**src/rtl/screen_pkg.sv**
```systemverilog
// Shared framebuffer geometry, fill FSM state encoding and pixel-to-word addressing.
package screen_pkg;

    localparam int SCREEN_W      = 512;
    localparam int SCREEN_H      = 256;
    localparam int WORDS_PER_ROW = 32;

    typedef enum logic [2:0] {
        ST_IDLE,
        ST_SETUP,
        ST_RD,
        ST_WAIT,
        ST_WR,
        ST_FIN
    } fill_state_t;

    // Word holding pixel (x, y); the MSB of that word is the leftmost pixel.
    function automatic logic [12:0] pix_addr(input logic [8:0] x, input logic [7:0] y);
        int unsigned a;
        a = (32'(y) % SCREEN_H) * WORDS_PER_ROW + 32'(x) / (SCREEN_W / WORDS_PER_ROW);
        return a[12:0];
    endfunction

endpackage

```
**src/rtl/screen_fill_mask.sv**
```systemverilog
// Pixel mask of one framebuffer word: left edge keeps bits (15-x0)..0,
// right edge keeps bits 15..(15-x1), a word that is both gets the AND.
module screen_fill_mask (
    input  logic [3:0]  x0_lo,
    input  logic [3:0]  x1_lo,
    input  logic        is_first,
    input  logic        is_last,
    output logic [15:0] mask
);

    logic [15:0] left_mask;
    logic [15:0] right_mask;

    assign left_mask  = is_first ? (16'hFFFF >> x0_lo) : 16'hFFFF;
    assign right_mask = is_last ? (16'hFFFF << (4'd15 - x1_lo)) : 16'hFFFF;
    assign mask       = left_mask & right_mask;

endmodule

```
**src/rtl/screen_rect_fill.sv**
```systemverilog
// Rectangle fill engine driving the framebuffer CPU port: full words written directly,
// edge words by read-modify-write. Optional XOR fill enabled by SCREEN_FILL_XOR_EN.
module screen_rect_fill
    import screen_pkg::*;
#(
    parameter int ADDR_W = 13,
    parameter int DATA_W = 16
) (
    input  logic              clk,
    input  logic              reset_n,
    input  logic              cmd_valid,
    output logic              cmd_ready,
    input  logic [8:0]        cmd_x0,
    input  logic [8:0]        cmd_x1,
    input  logic [7:0]        cmd_y0,
    input  logic [7:0]        cmd_y1,
    input  logic              cmd_color,
`ifdef SCREEN_FILL_XOR_EN
    input  logic              cmd_xor,
`endif
    output logic [ADDR_W-1:0] mem_address,
    output logic [DATA_W-1:0] mem_in,
    output logic              mem_load,
    input  logic [DATA_W-1:0] mem_out,
    output logic              busy,
    output logic              done
);

    fill_state_t       state;
    logic [8:0]        x0_r, x1_r;
    logic [7:0]        y0_r, y1_r, row;
    logic [4:0]        col;
    logic              color_r;
    logic              xor_r;
    logic [DATA_W-1:0] mask_r, mask_nx, merged, fill_dat;
    logic              last_col, fin, full_nx;
    logic [4:0]        nx_col, tgt_col;
    logic [7:0]        nx_row, tgt_row;

`ifndef SCREEN_FILL_XOR_EN
    assign xor_r = 1'b0;
`endif

    // Next-word position is resolved combinationally so that WR can chain
    // straight into the next WR, including across a row change.
    assign last_col = (col == x1_r[8:4]);
    assign fin      = last_col && (row == y1_r);
    assign nx_col   = last_col ? x0_r[8:4] : col + 5'd1;
    assign nx_row   = last_col ? row + 8'd1 : row;
    assign tgt_col  = (state == ST_SETUP) ? x0_r[8:4] : nx_col;
    assign tgt_row  = (state == ST_SETUP) ? y0_r : nx_row;

    screen_fill_mask u_mask (
        .x0_lo   (x0_r[3:0]),
        .x1_lo   (x1_r[3:0]),
        .is_first(tgt_col == x0_r[8:4]),
        .is_last (tgt_col == x1_r[8:4]),
        .mask    (mask_nx)
    );

    assign full_nx  = (mask_nx == '1) && !xor_r;
    assign fill_dat = color_r ? '1 : '0;
    assign merged   = xor_r   ? (mem_out ^ mask_r) :
                      color_r ? (mem_out | mask_r) : (mem_out & ~mask_r);

    always_ff @(posedge clk) begin
        if (!reset_n) begin
            state       <= ST_IDLE;
            x0_r        <= '0;
            x1_r        <= '0;
            y0_r        <= '0;
            y1_r        <= '0;
            row         <= '0;
            col         <= '0;
            color_r     <= 1'b0;
`ifdef SCREEN_FILL_XOR_EN
            xor_r       <= 1'b0;
`endif
            mask_r      <= '0;
            cmd_ready   <= 1'b1;
            busy        <= 1'b0;
            done        <= 1'b0;
            mem_load    <= 1'b0;
            mem_address <= '0;
            mem_in      <= '0;
        end else begin
            case (state)
                ST_IDLE: begin
                    if (cmd_valid) begin
                        x0_r      <= (cmd_x0 > cmd_x1) ? cmd_x1 : cmd_x0;
                        x1_r      <= (cmd_x0 > cmd_x1) ? cmd_x0 : cmd_x1;
                        y0_r      <= (cmd_y0 > cmd_y1) ? cmd_y1 : cmd_y0;
                        y1_r      <= (cmd_y0 > cmd_y1) ? cmd_y0 : cmd_y1;
                        color_r   <= cmd_color;
`ifdef SCREEN_FILL_XOR_EN
                        xor_r     <= cmd_xor;
`endif
                        cmd_ready <= 1'b0;
                        busy      <= 1'b1;
                        state     <= ST_SETUP;
                    end
                end
                ST_SETUP, ST_WR: begin
                    if (state == ST_WR && fin) begin
                        mem_load <= 1'b0;
                        busy     <= 1'b0;
                        done     <= 1'b1;
                        state    <= ST_FIN;
                    end else begin
                        row         <= tgt_row;
                        col         <= tgt_col;
                        mask_r      <= mask_nx;
                        mem_address <= ADDR_W'(pix_addr({tgt_col, 4'b0000}, tgt_row));
                        if (full_nx) begin
                            mem_load <= 1'b1;
                            mem_in   <= fill_dat;
                            state    <= ST_WR;
                        end else begin
                            mem_load <= 1'b0;
                            state    <= ST_RD;
                        end
                    end
                end
                ST_RD: begin
                    state <= ST_WAIT;
                end
                ST_WAIT: begin
                    mem_in   <= merged;
                    mem_load <= 1'b1;
                    state    <= ST_WR;
                end
                ST_FIN: begin
                    done      <= 1'b0;
                    cmd_ready <= 1'b1;
                    state     <= ST_IDLE;
                end
                default: begin
                    state <= ST_IDLE;
                end
            endcase
        end
    end

endmodule

```
**config.mk**
```make
export PLATFORM = sky130hd
export DESIGN_NAME = screen_rect_fill
export DESIGN_NICKNAME = d
export VERILOG_FILES = /design/src/rtl/screen_pkg.sv /design/src/rtl/screen_fill_mask.sv /design/src/rtl/screen_rect_fill.sv
export SDC_FILE = /design/constraint.sdc
export NUM_CORES = 1
export LEC_CHECK = 0
export CORE_ASPECT_RATIO = 1.2
export CORE_MARGIN = 2
export CORE_UTILIZATION = 58
export DETAILED_ROUTE_END_ITERATION = 12
export DONT_BUFFER_PORTS = 1
export PLACE_DENSITY = 0.85
export RECOVER_POWER = 25
export SYNTH_ARGS = -nofsm -noshare
export SYNTH_HDL_FRONTEND = slang
export SYNTH_SLANG_ARGS = --single-unit
```
**constraint.sdc**
```tcl
create_clock -name clk -period 2.5 [get_ports clk]
set_input_delay 0.375 -clock clk [delete_from_list [all_inputs] [get_ports clk]]
set_output_delay 0.375 -clock clk [all_outputs]
set_load 0.005 [all_outputs]
```
==> flow_metrics.env, run 1 <==
export IMPL_cp_max_fo=17
export IMPL_r2r_cells=9
export IMPL_die_height_um=109
export IMPL_hpwl_mm=9.67
export IMPL_grt_first_pass_wirelength_mm=21.6
export IMPL_ant_nets=0
export IMPL_insertion_delay_ns=0.37
export IMPL_tns_ns=-0.291
export IMPL_ys_ff_latch=87
export IMPL_grt_pass1_vias=4640
export IMPL_clkTransAtPathRegs_ns=0.09
export IMPL_core_area_um2=8990
export IMPL_rrSetupSlack_ns=-0.04
export IMPL_p_per_area_nw_per_um2=1300
export IMPL_crit_buf_inv=2
export IMPL_fillers=747
export IMPL_power_leakage_nw=2.35
export IMPL_final_max_slew_viol_count=0
export IMPL_p_total_mw=7.58
export IMPL_cpPeakStageDelay_ns=0.55
export IMPL_postLayoutSetupSlackWorst_ns=-0.0365
export IMPL_crit_family="simple AND/OR/NAND/NOR gates"
export IMPL_cpMostUsedCell="buf_12"
export IMPL_dp_cells=775
export IMPL_postLayoutCellArea_um2=5840
export IMPL_fin_cells=791
export IMPL_hold_class="input pin to flip-flop"
export IMPL_fin_nets=739
export IMPL_async_reset_ff_share_pct=0
export IMPL_diodes=0
export IMPL_violations="negative setup slack"
export IMPL_die_area_um2=10000
export IMPL_grt_usage_pct=26.3
export IMPL_worst_setup_path_start_kind="flip-flop"
export IMPL_layout_commonest_cell="dfxtp_1"
export IMPL_cts_buffers=9
export IMPL_vias=5046
export IMPL_relSlewSlack_pct=59.8
export IMPL_setup_viol=17
export IMPL_crit_chain="xor2_1 > or3_4 > o211ai_2 > a21oi_2 > or4b_4 > buf_12 > o2bb2ai_4 > buf_12 > mux2i_2"
export IMPL_critical_path_required_ns=2.80
export IMPL_seq_area_frac_synth_pct=32.6
export IMPL_drive_gt1_share_pct=12.5
export IMPL_fmax_mhz=394
export IMPL_synth_warnings=0
export IMPL_clock_sinks=87
export IMPL_drt_pass1_iterations=5
export IMPL_areaGrowthSynthToFinish_pct=9.31
export IMPL_maxCapViolations=0
export IMPL_drtIter0Drc=298
export IMPL_worstSetupPathDepth=9
export IMPL_drt_total_wl_mm=13.1
export IMPL_cp_arrival_ns=2.83
export IMPL_placed_cell_area_um2=5600
export IMPL_place_ws_ns=-0.0986
export IMPL_whs_ns=0.0889
export IMPL_portBuffers=0
export IMPL_wl_per_cell_um=16.6
export IMPL_io_pins=87
export IMPL_drc=0
export IMPL_vdd_drop_max_v=0.000869
export IMPL_finalWeightedCongestion=0.973
export IMPL_fin_skew_ns=0.00714
export IMPL_grt_max_degree=68
export IMPL_antenna_found_initial=0
export IMPL_cts_root_buffer="clkbuf_8"
export IMPL_outcome="finished with violations"
export IMPL_htree_num_levels=3
export IMPL_hold_viol=0
export IMPL_post_cts_buffers=0
export IMPL_syn_cell_area_um2=5350
export IMPL_num_rows=38
export IMPL_period_share_pct=101
export IMPL_overflow=0
export IMPL_worst_slew_pin_slew_ns=0.603
export IMPL_vias_per_cell=6.38
export IMPL_ys_types=65
export IMPL_fin_util_pct=65.0
export IMPL_post_synth_cell_area_avg_um2=8.06
export IMPL_start_util_pct=59.5
export IMPL_synthesis_instances=663
export IMPL_min_period_ns=2.54
export IMPL_worstSetupEndpointType="flip-flop"
export IMPL_crit_type="flip-flop to flip-flop"
export IMPL_rsz0062_at_grt="true"
export IMPL_cts_buffer_depth=2
export IMPL_cts_tree="yes"
export IMPL_syn_nets=736
export IMPL_synth_edf_count=0
export IMPL_hold_depth=1
export IMPL_chipWidth_um=91.6
export IMPL_layout_common_cells="dfxtp_1 (81), nor2_1 (71), nand2_1 (55)"
export IMPL_slowest_stage="or4b_4"
export IMPL_cts_hold_buf=0
export IMPL_synthFlopType="dfxtp_1"
flip-flops by register name, indices dropped and copies added, names as in the netlist, 3 cells and up:
name,cells
x1_r,9
mem_in,16
y0_r,8
mask_r,16
state,3
y1_r,8
x0_r,9
mem_address,13
per-layer routing:
layer / vias to the layer above / wire length [um] / global-route usage [%]
met3: 20 / 1000 / 6.77
met5: - / 0 / 0
met1: 2354 / 5320 / 30.5
met4: 0 / 228 / 10.1
met2: 222 / 6580 / 46.5
li1: 2450 / - / -
path summary, 6_finish.rpt:
check	from	to
hold reg to reg	mask_r[6]$_SDFFE_PN0P_	mask_r[6]$_SDFFE_PN0P_
hold / removal	reset_n	cmd_ready$_SDFFE_PN1P_
setup / recovery	mem_address[4]$_SDFFE_PN0P_	mem_in[3]$_SDFFE_PN0P_
setup reg to reg	mem_address[4]$_SDFFE_PN0P_	mem_in[3]$_SDFFE_PN0P_
area by class of cell:
type                            instances  area, um^2  share of cell area (%)
Inverter                               31         116                    1.99
Timing Repair Buffer                   44         355                    6.08
Clock buffer                           10         138                    2.35
Clock inverter                          6        50.0                   0.856
Sequential cell                        87        1750                    29.9
Tap cell                              120         150                    2.57
Multi-Input combinational cell        493        3290                    56.2
cell families (layout without fill, tap and decap cells):
kind of cell    after synthesis  after routing  synth area share [%]
mux                          27             27                  5.08
compound gates              219            219                  28.7
buf+inv                      83             91                  6.83
xor+xnor                     27             27                  4.94
simple gates                201            201                  17.4
fa+ha+maj                    19             19                  4.45
flops                        87             87                  32.6
cells in the mapped netlist (all sizes together) (4+ instances only):
cell	instances	area [um^2]
o21ai	36	180
and3	7	43.8
or3	5	36.3
dfxtp	87	1740
nor4	7	43.8
nand4	4	25.0
o31a	4	35.0
inv	30	113
o21a	6	45.0
a211oi	39	293
nor2	73	277
nand2	55	206
nor3	16	85.1
buf	10	91.3
mux2i	26	260
o21bai	16	120
and2	6	40.0
o311ai	19	166
o32ai	9	78.8
xor2	17	149
ha	19	238
nand3	15	75.1
a21o	4	30.0
a21oi	46	230
clkbuf	42	158
a2111oi	17	149
xnor2	8	70.1
where the power goes:
group	leakage [nW]	switching (mW)	internal [mW]
registers	0.717	0.417	1.82
logic	1.55	2.51	1.88
clock network	0.0899	0.551	0.401
what timing repair did:
item                                    CTS  global route
endpoints found under the hold margin     0             0
resized for setup                         5            10
endpoints found under the setup margin   15            32
Power figures use the tool's default switching activity.
==> run 2: changes to the inputs <==
--- a/config.mk
+++ b/config.mk
@@ -5,9 +5,11 @@
 export SDC_FILE = /design/constraint.sdc
 export NUM_CORES = 1
 export LEC_CHECK = 0
+export CELL_PAD_IN_SITES_DETAIL_PLACEMENT = 2
+export CELL_PAD_IN_SITES_GLOBAL_PLACEMENT = 2
 export CORE_ASPECT_RATIO = 1.2
 export CORE_MARGIN = 2
-export CORE_UTILIZATION = 58
+export CORE_UTILIZATION = 34
 export DETAILED_ROUTE_END_ITERATION = 12
 export DONT_BUFFER_PORTS = 1
 export PLACE_DENSITY = 0.85
==> flow_metrics.env, run 2 (synthesis gave the netlist of run 1 again) <==
export IMPL_cell_internal_pwr_mw=5.04
export IMPL_layout_common_cells="dfxtp_1 (79), nor2_1 (71), nand2_1 (55)"
export IMPL_worstReg2RegStart="mem_address[4]$_SDFFE_PN0P_"
export IMPL_hold_viol=0
export IMPL_crit_type="flip-flop to flip-flop"
export IMPL_startpoint="mem_address[4]$_SDFFE_PN0P_"
export IMPL_portBuffers=0
export IMPL_drt_pass1_iterations=4
export IMPL_drt_total_wl_mm=20.3
export IMPL_power_leakage_nw=2.51
export IMPL_postLayoutSetupSlackWorst_ns=-0.217
export IMPL_r2r_cells=8
export IMPL_cp_arrival_ns=2.94
export IMPL_vias_per_cell=5.98
export IMPL_cpPeakStageDelay_ns=0.56
export IMPL_p_per_area_nw_per_um2=1510
export IMPL_crit_family="simple AND/OR/NAND/NOR gates"
export IMPL_p_seq_share_pct=24.0
export IMPL_fmax_mhz=368
export IMPL_grt_pass1_vias=5844
export IMPL_worst_slew_pin_slew_ns=0.818
export IMPL_grt_first_pass_wirelength_mm=31.6
export IMPL_cts_root_buffer="clkbuf_16"
export IMPL_clkPwrFrac_pct=13.4
export IMPL_reg_top3="mask_r (16), mem_in (16), mem_address (13)"
export IMPL_chipWidth_um=118
export IMPL_io_pins=87
export IMPL_grt_max_degree=68
export IMPL_rsz0062_at_grt="true"
export IMPL_drtIter0Drc=207
export IMPL_tns_ns=-3.40
export IMPL_cp_max_fo=15
export IMPL_drc=0
export IMPL_die_area_um2=16700
export IMPL_p_total_mw=9.64
export IMPL_wl_per_cell_um=22.8
export IMPL_antenna_found_initial=0
export IMPL_vias=5338
export IMPL_crit_buf_inv=1
export IMPL_critical_path_required_ns=2.72
export IMPL_cts_hold_buf=0
export IMPL_maxCapViolations=0
export IMPL_min_period_ns=2.72
export IMPL_insertion_delay_ns=0.36
export IMPL_switchingPower_mw=4.60
export IMPL_finalWeightedCongestion=0.855
export IMPL_htree_num_levels=3
export IMPL_final_max_slew_viol_count=0
export IMPL_crit_chain="xor2_2 > or3_4 > o211ai_4 > a21oi_2 > or4b_4 > buf_12 > nor4_1 > o32ai_1"
export IMPL_diodes=0
export IMPL_overflow=0
export IMPL_worst_hold_startpoint="reset_n"
export IMPL_ant_nets=0
export IMPL_clkTransAtPathRegs_ns=0.07
export IMPL_switching_share_pct=47.8
export IMPL_fin_skew_ns=0.0139
export IMPL_outcome="finished with violations"
export IMPL_core_area_um2=15500
export IMPL_hold_depth=1
export IMPL_worstSetupEndpointType="flip-flop"
export IMPL_cts_tree="yes"
export IMPL_worst_setup_path_start_kind="flip-flop"
export IMPL_vdd_drop_max_v=0.000701
export IMPL_cts_buffer_depth=2
export IMPL_drive_gt1_share_pct=17.8
export IMPL_start_util_pct=34.5
export IMPL_combPwrFrac_pct=62.6
export IMPL_num_rows=50
export IMPL_die_height_um=141
export IMPL_clock_sinks=87
export IMPL_violations="negative setup slack"
export IMPL_setup_viol=34
export IMPL_hold_class="input pin to flip-flop"
export IMPL_slowest_stage="or4b_4"
export IMPL_fin_nets=752
export IMPL_cts_buffers=9
export IMPL_areaGrowthSynthToFinish_pct=19.6
export IMPL_hpwl_mm=13.7
export IMPL_relSlewSlack_pct=45.5
export IMPL_period_share_pct=109
export IMPL_grt_usage_pct=23.6
export IMPL_layout_commonest_cell="dfxtp_1"
export IMPL_worstSetupPathDepth=8
-- run 2: changes by cell type in the layout (fill, tap and decap cells not counted), sizes merged --
cell,before,now
buf,44,57
clkinv,2,6
inv,33,30
clkinvlp,2,1
-- run 2: layout make-up --
class	instances	area [um^2]
Fill cell	1777	9120
Multi-Input combinational cell	493	3520
Sequential cell	87	1750
Timing Repair Buffer	57	465
Tap cell	208	260
Clock buffer	10	239
Inverter	31	116
Clock inverter	6	36.3
-- run 2: power by group through the flow --
| stage | Clock [mW] | Combinational [mW] | Sequential (mW) |
|---|---|---|---|
| after floorplan | 0 | 3.21 | 2.13 |
| after global placement | 0 | 4.25 | 2.24 |
| after detailed placement | 0 | 4.56 | 2.28 |
| after CTS | 1.31 | 5.15 | 2.28 |
| after global routing | 1.37 | 6.47 | 2.37 |
| final | 1.29 | 6.03 | 2.32 |
-- run 2: worst register-to-register path: stages (launching register included) --
cell,delay [ns]
dfxtp_2,0.34
xor2_2,0.20
or3_4,0.44
o211ai_4,0.22
a21oi_2,0.07
or4b_4,0.56
buf_12,0.17
nor4_1,0.42
o32ai_1,0.16
-- run 2: path summary, 6_finish.rpt --
| check | to | slack (ns) |
|---|---|---|
| setup / recovery | mask_r[14]$_SDFFE_PN0P_ | -0.22 |
| hold / removal | cmd_ready$_SDFFE_PN1P_ | 0.12 |
| setup reg to reg | mask_r[14]$_SDFFE_PN0P_ | -0.22 |
| hold reg to reg | mask_r[2]$_SDFFE_PN0P_ | 0.47 |
-- run 2: what timing repair did --
action / CTS / global route
endpoints found under the setup margin: 39 / 57
buffers inserted: 3 / 5
resized for setup: 24 / 28
pin swaps: 1 / 3
-- run 2: metal layers --
metal / vias to the layer above / global-route usage (%) / wire length [um] / share of wire (%)
met5: - / 0 / 0 / 0
li1: 2468 / - / - / -
met4: 0 / 11.4 / 769 / 3.8
met3: 51 / 4.02 / 807 / 4.0
met1: 2692 / 25.3 / 7910 / 39
met2: 127 / 44.7 / 10800 / 53
-- run 2: through the flow --
stage               utilization, %  cells  area, um^2  hold slack [ns]  worst slack [ns]
floorplan                        -    663        5360            0.447          -0.00898
CTS                           39.8    887        6170            0.103            -0.142
global placement              37.2    868        5770            0.463            -0.159
finish                        41.2    892        6390            0.125            -0.217
detailed placement            37.2    868        5770            0.467            -0.251
global route                  41.2    892        6390            0.113            -0.260
